[src/rtl/ysyx_24100006_ifu_pkg.sv]
// Shared types and constants for the prefetching instruction fetch unit.
package ysyx_24100006_ifu_pkg;

  localparam int EPOCH_W = 2;
  localparam logic [6:0] OPC_JAL = 7'b1101111;

  typedef struct packed {
    logic [31:0] inst;
    logic [31:0] pc;
    logic        fault;
  } ifu_entry_t;

  typedef struct packed {
    logic [EPOCH_W-1:0] epoch;
    logic [31:0]        pc;
  } req_tag_t;

  function automatic logic [31:0] j_imm(input logic [31:0] inst);
    return {{12{inst[31]}}, inst[19:12], inst[20], inst[30:21], 1'b0};
  endfunction

endpackage

[src/rtl/ysyx_24100006_sync_fifo.sv]
// Synchronous FIFO with registered storage; push and pop may coincide when full.
module ysyx_24100006_sync_fifo #(
  parameter int WIDTH = 65,
  parameter int DEPTH = 4
) (
  input  logic             clk,
  input  logic             reset,
  input  logic             clear,
  input  logic             push,
  input  logic [WIDTH-1:0] din,
  input  logic             pop,
  output logic [WIDTH-1:0] dout,
  output logic             empty,
  output logic [4:0]       count
);

  localparam int AW = $clog2(DEPTH);

  logic [WIDTH-1:0] mem_q [DEPTH];
  logic [WIDTH-1:0] mem_d [DEPTH];
  logic [AW-1:0]    wr_ptr_q, wr_ptr_d, rd_ptr_q, rd_ptr_d;
  logic [4:0]       count_q, count_d;
  logic             full, do_push, do_pop;

  always_comb begin
    full    = (count_q == 5'(DEPTH));
    do_pop  = pop && (count_q != 5'd0);
    do_push = push && (!full || do_pop);
    mem_d    = mem_q;
    wr_ptr_d = wr_ptr_q;
    rd_ptr_d = rd_ptr_q;
    count_d  = count_q;
    if (clear) begin
      wr_ptr_d = '0;
      rd_ptr_d = '0;
      count_d  = '0;
    end else begin
      if (do_push) begin
        mem_d[wr_ptr_q] = din;
        wr_ptr_d        = wr_ptr_q + 1'b1;
      end
      if (do_pop) rd_ptr_d = rd_ptr_q + 1'b1;
      count_d = count_q + 5'(do_push) - 5'(do_pop);
    end
  end

  always_ff @(posedge clk) begin
    if (reset) begin
      for (int i = 0; i < DEPTH; i++) mem_q[i] <= '0;
      wr_ptr_q <= '0;
      rd_ptr_q <= '0;
      count_q  <= '0;
    end else begin
      mem_q    <= mem_d;
      wr_ptr_q <= wr_ptr_d;
      rd_ptr_q <= rd_ptr_d;
      count_q  <= count_d;
    end
  end

  assign dout  = mem_q[rd_ptr_q];
  assign empty = (count_q == 5'd0);
  assign count = count_q;

endmodule

[src/rtl/ysyx_24100006_prefetch_ifu.sv]
// Prefetching IFU: AXI read issue, epoch-tagged in-order returns, instruction buffer.
// Optional static JAL prediction under YSYX_24100006_IFU_JAL_PREDICT_EN.
module ysyx_24100006_prefetch_ifu
  import ysyx_24100006_ifu_pkg::*;
#(
  parameter logic [31:0] RESET_PC        = 32'h3000_0000,
  parameter int          FIFO_DEPTH      = 4,
  parameter int          MAX_OUTSTANDING = 2
) (
  input  logic        clk,
  input  logic        reset,
  input  logic        redirect_valid,
  input  logic [31:0] redirect_pc,
  input  logic        flush,
  output logic [31:0] axi_araddr,
  output logic        axi_arvalid,
  input  logic        axi_arready,
  input  logic [31:0] axi_rdata,
  input  logic [1:0]  axi_rresp,
  input  logic        axi_rvalid,
  output logic        axi_rready,
  output logic        if_out_valid,
  input  logic        if_out_ready,
  output logic [31:0] if_out_inst,
  output logic [31:0] if_out_pc,
  output logic        if_out_fault
);

  localparam int         TW      = (MAX_OUTSTANDING > 1) ? $clog2(MAX_OUTSTANDING) : 1;
  localparam logic [4:0] DEPTH_C = 5'(FIFO_DEPTH);
  localparam logic [4:0] MAX_C   = 5'(MAX_OUTSTANDING);

  logic [31:0]        fetch_pc_q, fetch_pc_d;
  logic               arvalid_q, arvalid_d;
  logic [EPOCH_W-1:0] epoch_q, epoch_d;
  logic [4:0]         issue_cnt_q, issue_cnt_d;
  logic               stop_q, stop_d;
  req_tag_t           tagq_q [MAX_OUTSTANDING];
  req_tag_t           tagq_d [MAX_OUTSTANDING];
  logic [TW-1:0]      tag_wr_q, tag_wr_d, tag_rd_q, tag_rd_d;

  logic        redir, kill, ar_hs, r_hs, beat_ok, pop, jal_hit, can_issue;
  logic [31:0] redir_pc;
  logic [4:0]  fifo_cnt, fifo_cnt_d;
  logic        fifo_empty;
  req_tag_t    head;
  ifu_entry_t  push_entry, fifo_dout;
`ifdef YSYX_24100006_IFU_JAL_PREDICT_EN
  logic [31:0] jal_tgt;
`endif

  always_comb begin
    redir  = redirect_valid || flush;
    ar_hs  = arvalid_q && axi_arready;
    r_hs   = axi_rvalid && (issue_cnt_q != 5'd0);
    head   = tagq_q[tag_rd_q];
    // Beats from an older epoch, or landing on a redirect cycle, are discarded.
    beat_ok          = r_hs && (head.epoch == epoch_q) && !redir;
    push_entry.inst  = axi_rdata;
    push_entry.pc    = head.pc;
    push_entry.fault = (axi_rresp != 2'b00);
    pop    = !fifo_empty && if_out_ready;
`ifdef YSYX_24100006_IFU_JAL_PREDICT_EN
    jal_hit = beat_ok && (axi_rdata[6:0] == OPC_JAL);
    jal_tgt = head.pc + j_imm(axi_rdata);
`else
    jal_hit = 1'b0;
`endif
    redir_pc = redirect_valid ? redirect_pc : (fifo_empty ? fetch_pc_q : fifo_dout.pc);
    kill     = redir || jal_hit;

    fetch_pc_d = fetch_pc_q;
    if (ar_hs) fetch_pc_d = fetch_pc_q + 32'd4;
`ifdef YSYX_24100006_IFU_JAL_PREDICT_EN
    if (jal_hit) fetch_pc_d = jal_tgt;
`endif
    if (redir) fetch_pc_d = redir_pc;
    epoch_d = epoch_q + EPOCH_W'(kill);

    tagq_d   = tagq_q;
    tag_wr_d = tag_wr_q;
    tag_rd_d = tag_rd_q;
    if (ar_hs) begin
      tagq_d[tag_wr_q] = '{epoch: epoch_q, pc: fetch_pc_q};
      tag_wr_d = (tag_wr_q == TW'(MAX_OUTSTANDING - 1)) ? '0 : tag_wr_q + 1'b1;
    end
    if (r_hs) tag_rd_d = (tag_rd_q == TW'(MAX_OUTSTANDING - 1)) ? '0 : tag_rd_q + 1'b1;

    issue_cnt_d = issue_cnt_q + 5'(ar_hs) - 5'(r_hs);
    stop_d      = redir ? 1'b0 : (stop_q || (beat_ok && push_entry.fault));
    fifo_cnt_d  = redir ? 5'd0 : (fifo_cnt + 5'(beat_ok) - 5'(pop));

    // Look ahead with next-cycle state so every accepted beat has a free slot.
    can_issue = (issue_cnt_d < MAX_C) && ((DEPTH_C - fifo_cnt_d) > issue_cnt_d) && !stop_d;
    arvalid_d = (arvalid_q && !ar_hs && !kill) || can_issue;
  end

  always_ff @(posedge clk) begin
    if (reset) begin
      fetch_pc_q  <= RESET_PC;
      arvalid_q   <= 1'b0;
      epoch_q     <= '0;
      issue_cnt_q <= '0;
      stop_q      <= 1'b0;
      tag_wr_q    <= '0;
      tag_rd_q    <= '0;
      for (int i = 0; i < MAX_OUTSTANDING; i++) tagq_q[i] <= '0;
    end else begin
      fetch_pc_q  <= fetch_pc_d;
      arvalid_q   <= arvalid_d;
      epoch_q     <= epoch_d;
      issue_cnt_q <= issue_cnt_d;
      stop_q      <= stop_d;
      tag_wr_q    <= tag_wr_d;
      tag_rd_q    <= tag_rd_d;
      tagq_q      <= tagq_d;
    end
  end

  ysyx_24100006_sync_fifo #(
    .WIDTH($bits(ifu_entry_t)),
    .DEPTH(FIFO_DEPTH)
  ) u_fifo (
    .clk  (clk),
    .reset(reset),
    .clear(redir),
    .push (beat_ok),
    .din  (push_entry),
    .pop  (pop),
    .dout (fifo_dout),
    .empty(fifo_empty),
    .count(fifo_cnt)
  );

  assign axi_araddr   = fetch_pc_q;
  assign axi_arvalid  = arvalid_q;
  assign axi_rready   = (issue_cnt_q != 5'd0);
  assign if_out_valid = !fifo_empty;
  assign if_out_inst  = fifo_dout.inst;
  assign if_out_pc    = fifo_dout.pc;
  assign if_out_fault = fifo_dout.fault;

endmodule

[config.mk]
export PLATFORM = sky130hd
export DESIGN_NAME = ysyx_24100006_prefetch_ifu
export DESIGN_NICKNAME = d
export VERILOG_FILES = /design/src/rtl/ysyx_24100006_ifu_pkg.sv /design/src/rtl/ysyx_24100006_sync_fifo.sv /design/src/rtl/ysyx_24100006_prefetch_ifu.sv
export SDC_FILE = /design/constraint.sdc
export NUM_CORES = 1
export LEC_CHECK = 0
export ABC_AREA = 1
export CORE_MARGIN = 4
export CORE_UTILIZATION = 58
export DETAILED_ROUTE_END_ITERATION = 12
export GPL_TIMING_DRIVEN = 0
export HOLD_SLACK_MARGIN = 0.1
export PLACE_DENSITY = 0.92
export SLEW_MARGIN = 10
export SYNTH_ARGS = -nofsm -noshare
export SYNTH_HDL_FRONTEND = slang
export SYNTH_SLANG_ARGS = --single-unit
[constraint.sdc]
create_clock -name clk -period 4.91 [get_ports clk]
set_clock_uncertainty 0.2 [all_clocks]
set_input_delay 0.491 -clock clk [delete_from_list [all_inputs] [get_ports clk]]
set_output_delay 0.491 -clock clk [all_outputs]
set_load 0.05 [all_outputs]
==> impl_metrics.json, run 1 <==
{
  "status": "completed",
  "grt-ovfl-total": 0,
  "routed_via_density": 5.59,
  "wirelength_mm": 64.8,
  "ant_nets": 0,
  "synth_seq_cells": 380,
  "final-hold-violation-count": 0,
  "final_util_pct": 70.9,
  "gp_congestion": 0.990,
  "slew_viol_final": 0,
  "grt_max_degree": 14,
  "crit_type": "register to output port",
  "synth_cell_type_count": 39,
  "drtIter0Drc": 2787,
  "cts_num_sinks": 380,
  "cts_inserted_buffers": 41,
  "critPathRequiredTime_ns": 4.22,
  "syn_area_um2": 18900,
  "cts.clk_slew.worst_paths_ns": 0.06,
  "drc": 0,
  "synth_top_area_share_pct": 40.3,
  "io_buffer_count": 171,
  "fp.dieH_um": 188,
  "worstPathMaxFanout": 10,
  "cts_setup_buffers": 0,
  "antenna_found_initial": 1,
  "wl_per_cell_um": 17.5,
  "ys_top_cells_by_count": "758 x nand2_1, 583 x nor2_1, 432 x inv_1, 380 x dfxtp_1, 264 x a21oi_1",
  "end_kind": "output port",
  "dpl.hpwl_mm": 46.4,
  "reg2reg_to": "axi_arvalid$_SDFF_PP0_",
  "rr_worst_depth": 21,
  "synthFlopType": "dfxtp_1",
  "rrSetupSlack_ns": 0.62,
  "critPathCapture": "if_out_inst[28]",
  "drv_cap": 0,
  "htree_levels": 2,
  "firstDrtPassIters": 11,
  "tritoncts": "yes",
  "cts_resized": 0,
  "antenna_cells": 0,
  "fin_nets": 3327,
  "nFillCells": 2586,
  "cts_hold_buf": 0,
  "cp-startpoint": "u_fifo.rd_ptr_q[0]$_SDFFE_PP0P_",
  "insertion_delay_ns": 0.55,
  "ir_worst_vdd_mv": 0.346,
  "setup_viol": 0,
  "start_util_pct": 59.3,
  "grt_pass1_vias": 19949,
  "fin_crit_ns": 4.70,
  "die-area_um2": 35500,
  "fp.dieW_um": 188,
  "cts_buffer_depth": 3,
  "vias": 20643,
  "rr_startpoint": "u_fifo.count[1]$_SDFF_PP0_",
  "syn-instance-count": 3012,
  "grt_first_pass_wirelength_mm": 101,
  "synth_edf_count": 0,
  "swShare_pct": 30.0,
  "hold_class": "register to register",
  "comb_power_share_pct": 18.0,
  "async_reset_ff_share_pct": 0,
  "core_um2": 31800,
  "gr-usage-all-layers_pct": 35.0,
  "min_period_over_period_pct": 95.6,
  "post_synth.cell_area_avg_um2": 6.27,
  "synth_top_area_cell": "dfxtp_1",
  "whs_ns": 0.251,
  "total_power_mw": 8.01,
  "p_int_mw": 5.61,
  "drive_above_1_share_pct": 4.27,
  "yosysSeqAreaShare_pct": 40.3,
  "pwr-share-clk_pct": 41.0,
  "seq_power_share_pct": 41.1,
  "crit_path_start_kind": "register",
  "leakage_nw": 10.8,
  "synth_area_leaders": "dfxtp_1 40%, nand2_1 15%, nor2_1 12%",
  "power_density_nw_per_um2": 355,
  "yosys.cell_count.top_type": "nand2_1",
  "rsz0062_at_grt": "no",
  "tightest_slew_ns": 0.934,
  "root_buffer": "clkbuf_16",
  "syn-num-nets": 3113,
  "max_freq_mhz": 213,
  "switchingPower_mw": 2.40,
  "tns_ns": 0,
  "placement_rows": 65,
  "cp.arrival_ns": 4.00,
  "ys_warn_count": 0,
  "num_io_pins": 173,
  "area_delta_synth_final_pct": 19.5,
  "timing.slew.headroom_pct": 37.7
}
## placed cells by master, fill, tap and decap left out, drive strengths merged
master / n
nand2: 759
nor2: 587
inv: 435
dfxtp: 380
o21ai: 265
a21oi: 264
clkbuf: 173
clkdlybuf4s50: 171
buf: 65
nand3: 52
ha: 25
xor2: 14
clkinv: 11
o22ai: 9
a211oi: 8
a31oi: 7
nand4: 6
bufinv: 5
nor3: 4
or2: 3
fa: 3
xnor2: 2
nand3b: 2
a41oi: 2
a22oi: 2
a21o: 1
and2: 1
o211ai: 1
nor3b: 1
clkinvlp: 1
## worst max-delay path, stage by stage, from the launching register on
cell and delay (ns):
dfxtp_1 0.39, clkinv_1 0.18, clkbuf_1 0.53, clkbuf_1 0.60, buf_1 0.54, a21oi_1 0.19
a21oi_1 0.18, clkdlybuf4s50_1 0.83
## worst min path at each step
stage / endpoint / start / cells past startpoint
2_1_floorplan: tagq_q[0]$_SDFFE_PP0P_ / tagq_q[0]$_SDFFE_PP0P_ / 2
3_3_place_gp: tagq_q[8]$_SDFFE_PP0P_ / tagq_q[8]$_SDFFE_PP0P_ / 2
3_5_place_dp: tagq_q[21]$_SDFFE_PP0P_ / tagq_q[21]$_SDFFE_PP0P_ / 2
4_1_cts: tagq_q[21]$_SDFFE_PP0P_ / tagq_q[21]$_SDFFE_PP0P_ / 2
5_1_grt: tagq_q[21]$_SDFFE_PP0P_ / tagq_q[21]$_SDFFE_PP0P_ / 2
6_report: tagq_q[22]$_SDFFE_PP0P_ / tagq_q[22]$_SDFFE_PP0P_ / 2
## through the flow
step                instance area (µm²)  setup WS [ns]  std cells
finish                            22500          0.214       3694
global route                      22500          0.168       3694
CTS                               22500          0.411       3694
detailed placement                21100          0.608       3618
global placement                  21100          0.693       3618
floorplan                         18900          0.820       3012
## cell families (layout without fill, tap and decap cells)
logic type      count (synthesis)  after routing  share of synthesized area [%]
xor+xnor                       16             16                          0.743
fa+ha+maj                      28             28                           1.98
compound gates                559            559                           15.1
flops                         380            380                           40.3
buf+inv                       614            861                           12.8
simple gates                 1415           1415                           29.0
## per-layer routing
metal | track usage (%) | vias to the layer above | share of wire [%]
li1 | - | 9622 | -
met1 | 44.4 | 9446 | 38
met2 | 57.1 | 1289 | 45
met3 | 6.58 | 284 | 11
met4 | 18.2 | 2 | 5.6
met5 | 0 | - | 0.020
## power by group through the flow
stage | combinational [mW] | sequential, mW | clock [mW]
2_1_floorplan | 0.842 | 3.41 | 0
3_3_place_gp | 1.37 | 3.35 | 0
3_5_place_dp | 1.41 | 3.36 | 0
4_1_cts | 1.42 | 3.29 | 3.26
5_1_grt | 1.57 | 3.30 | 3.38
6_report | 1.44 | 3.29 | 3.28
## sequential cells by signal (all words and copies together), names as in the netlist
register         flops
u_fifo.rd_ptr_q      2
issue_cnt_q          5
tag_rd_q             1
epoch_q              2
tag_wr_q             1
u_fifo.wr_ptr_q      2
stop_q               1
u_fifo.mem_q       260
axi_arvalid          1
u_fifo.count         5
axi_araddr          32
tagq_q              68
## final cells by class
class	count	area [µm²]	area share (%)
well taps	435	544	2.41
inverters	435	1630	7.24
clock inverters	17	220	0.977
flip-flops and latches	380	7610	33.7
clock buffers	59	1200	5.31
multi-input cells	2018	8840	39.2
repair buffers	171	1710	7.59
plain buffers	179	787	3.49
(Power assumes the default switching activity.)
==> inputs of run 2 (changes only) <==
--- a/config.mk
+++ b/config.mk
@@ -6,13 +6,14 @@
 export NUM_CORES = 1
 export LEC_CHECK = 0
 export ABC_AREA = 1
+export CAP_MARGIN = 20
 export CORE_MARGIN = 4
 export CORE_UTILIZATION = 58
 export DETAILED_ROUTE_END_ITERATION = 12
 export GPL_TIMING_DRIVEN = 0
 export HOLD_SLACK_MARGIN = 0.1
 export PLACE_DENSITY = 0.92
-export SLEW_MARGIN = 10
+export SKIP_CTS_REPAIR_TIMING = 1
 export SYNTH_ARGS = -nofsm -noshare
 export SYNTH_HDL_FRONTEND = slang
 export SYNTH_SLANG_ARGS = --single-unit
==> results of run 2 <==
Final layout, timing and power as in run 1 (identical DEF).
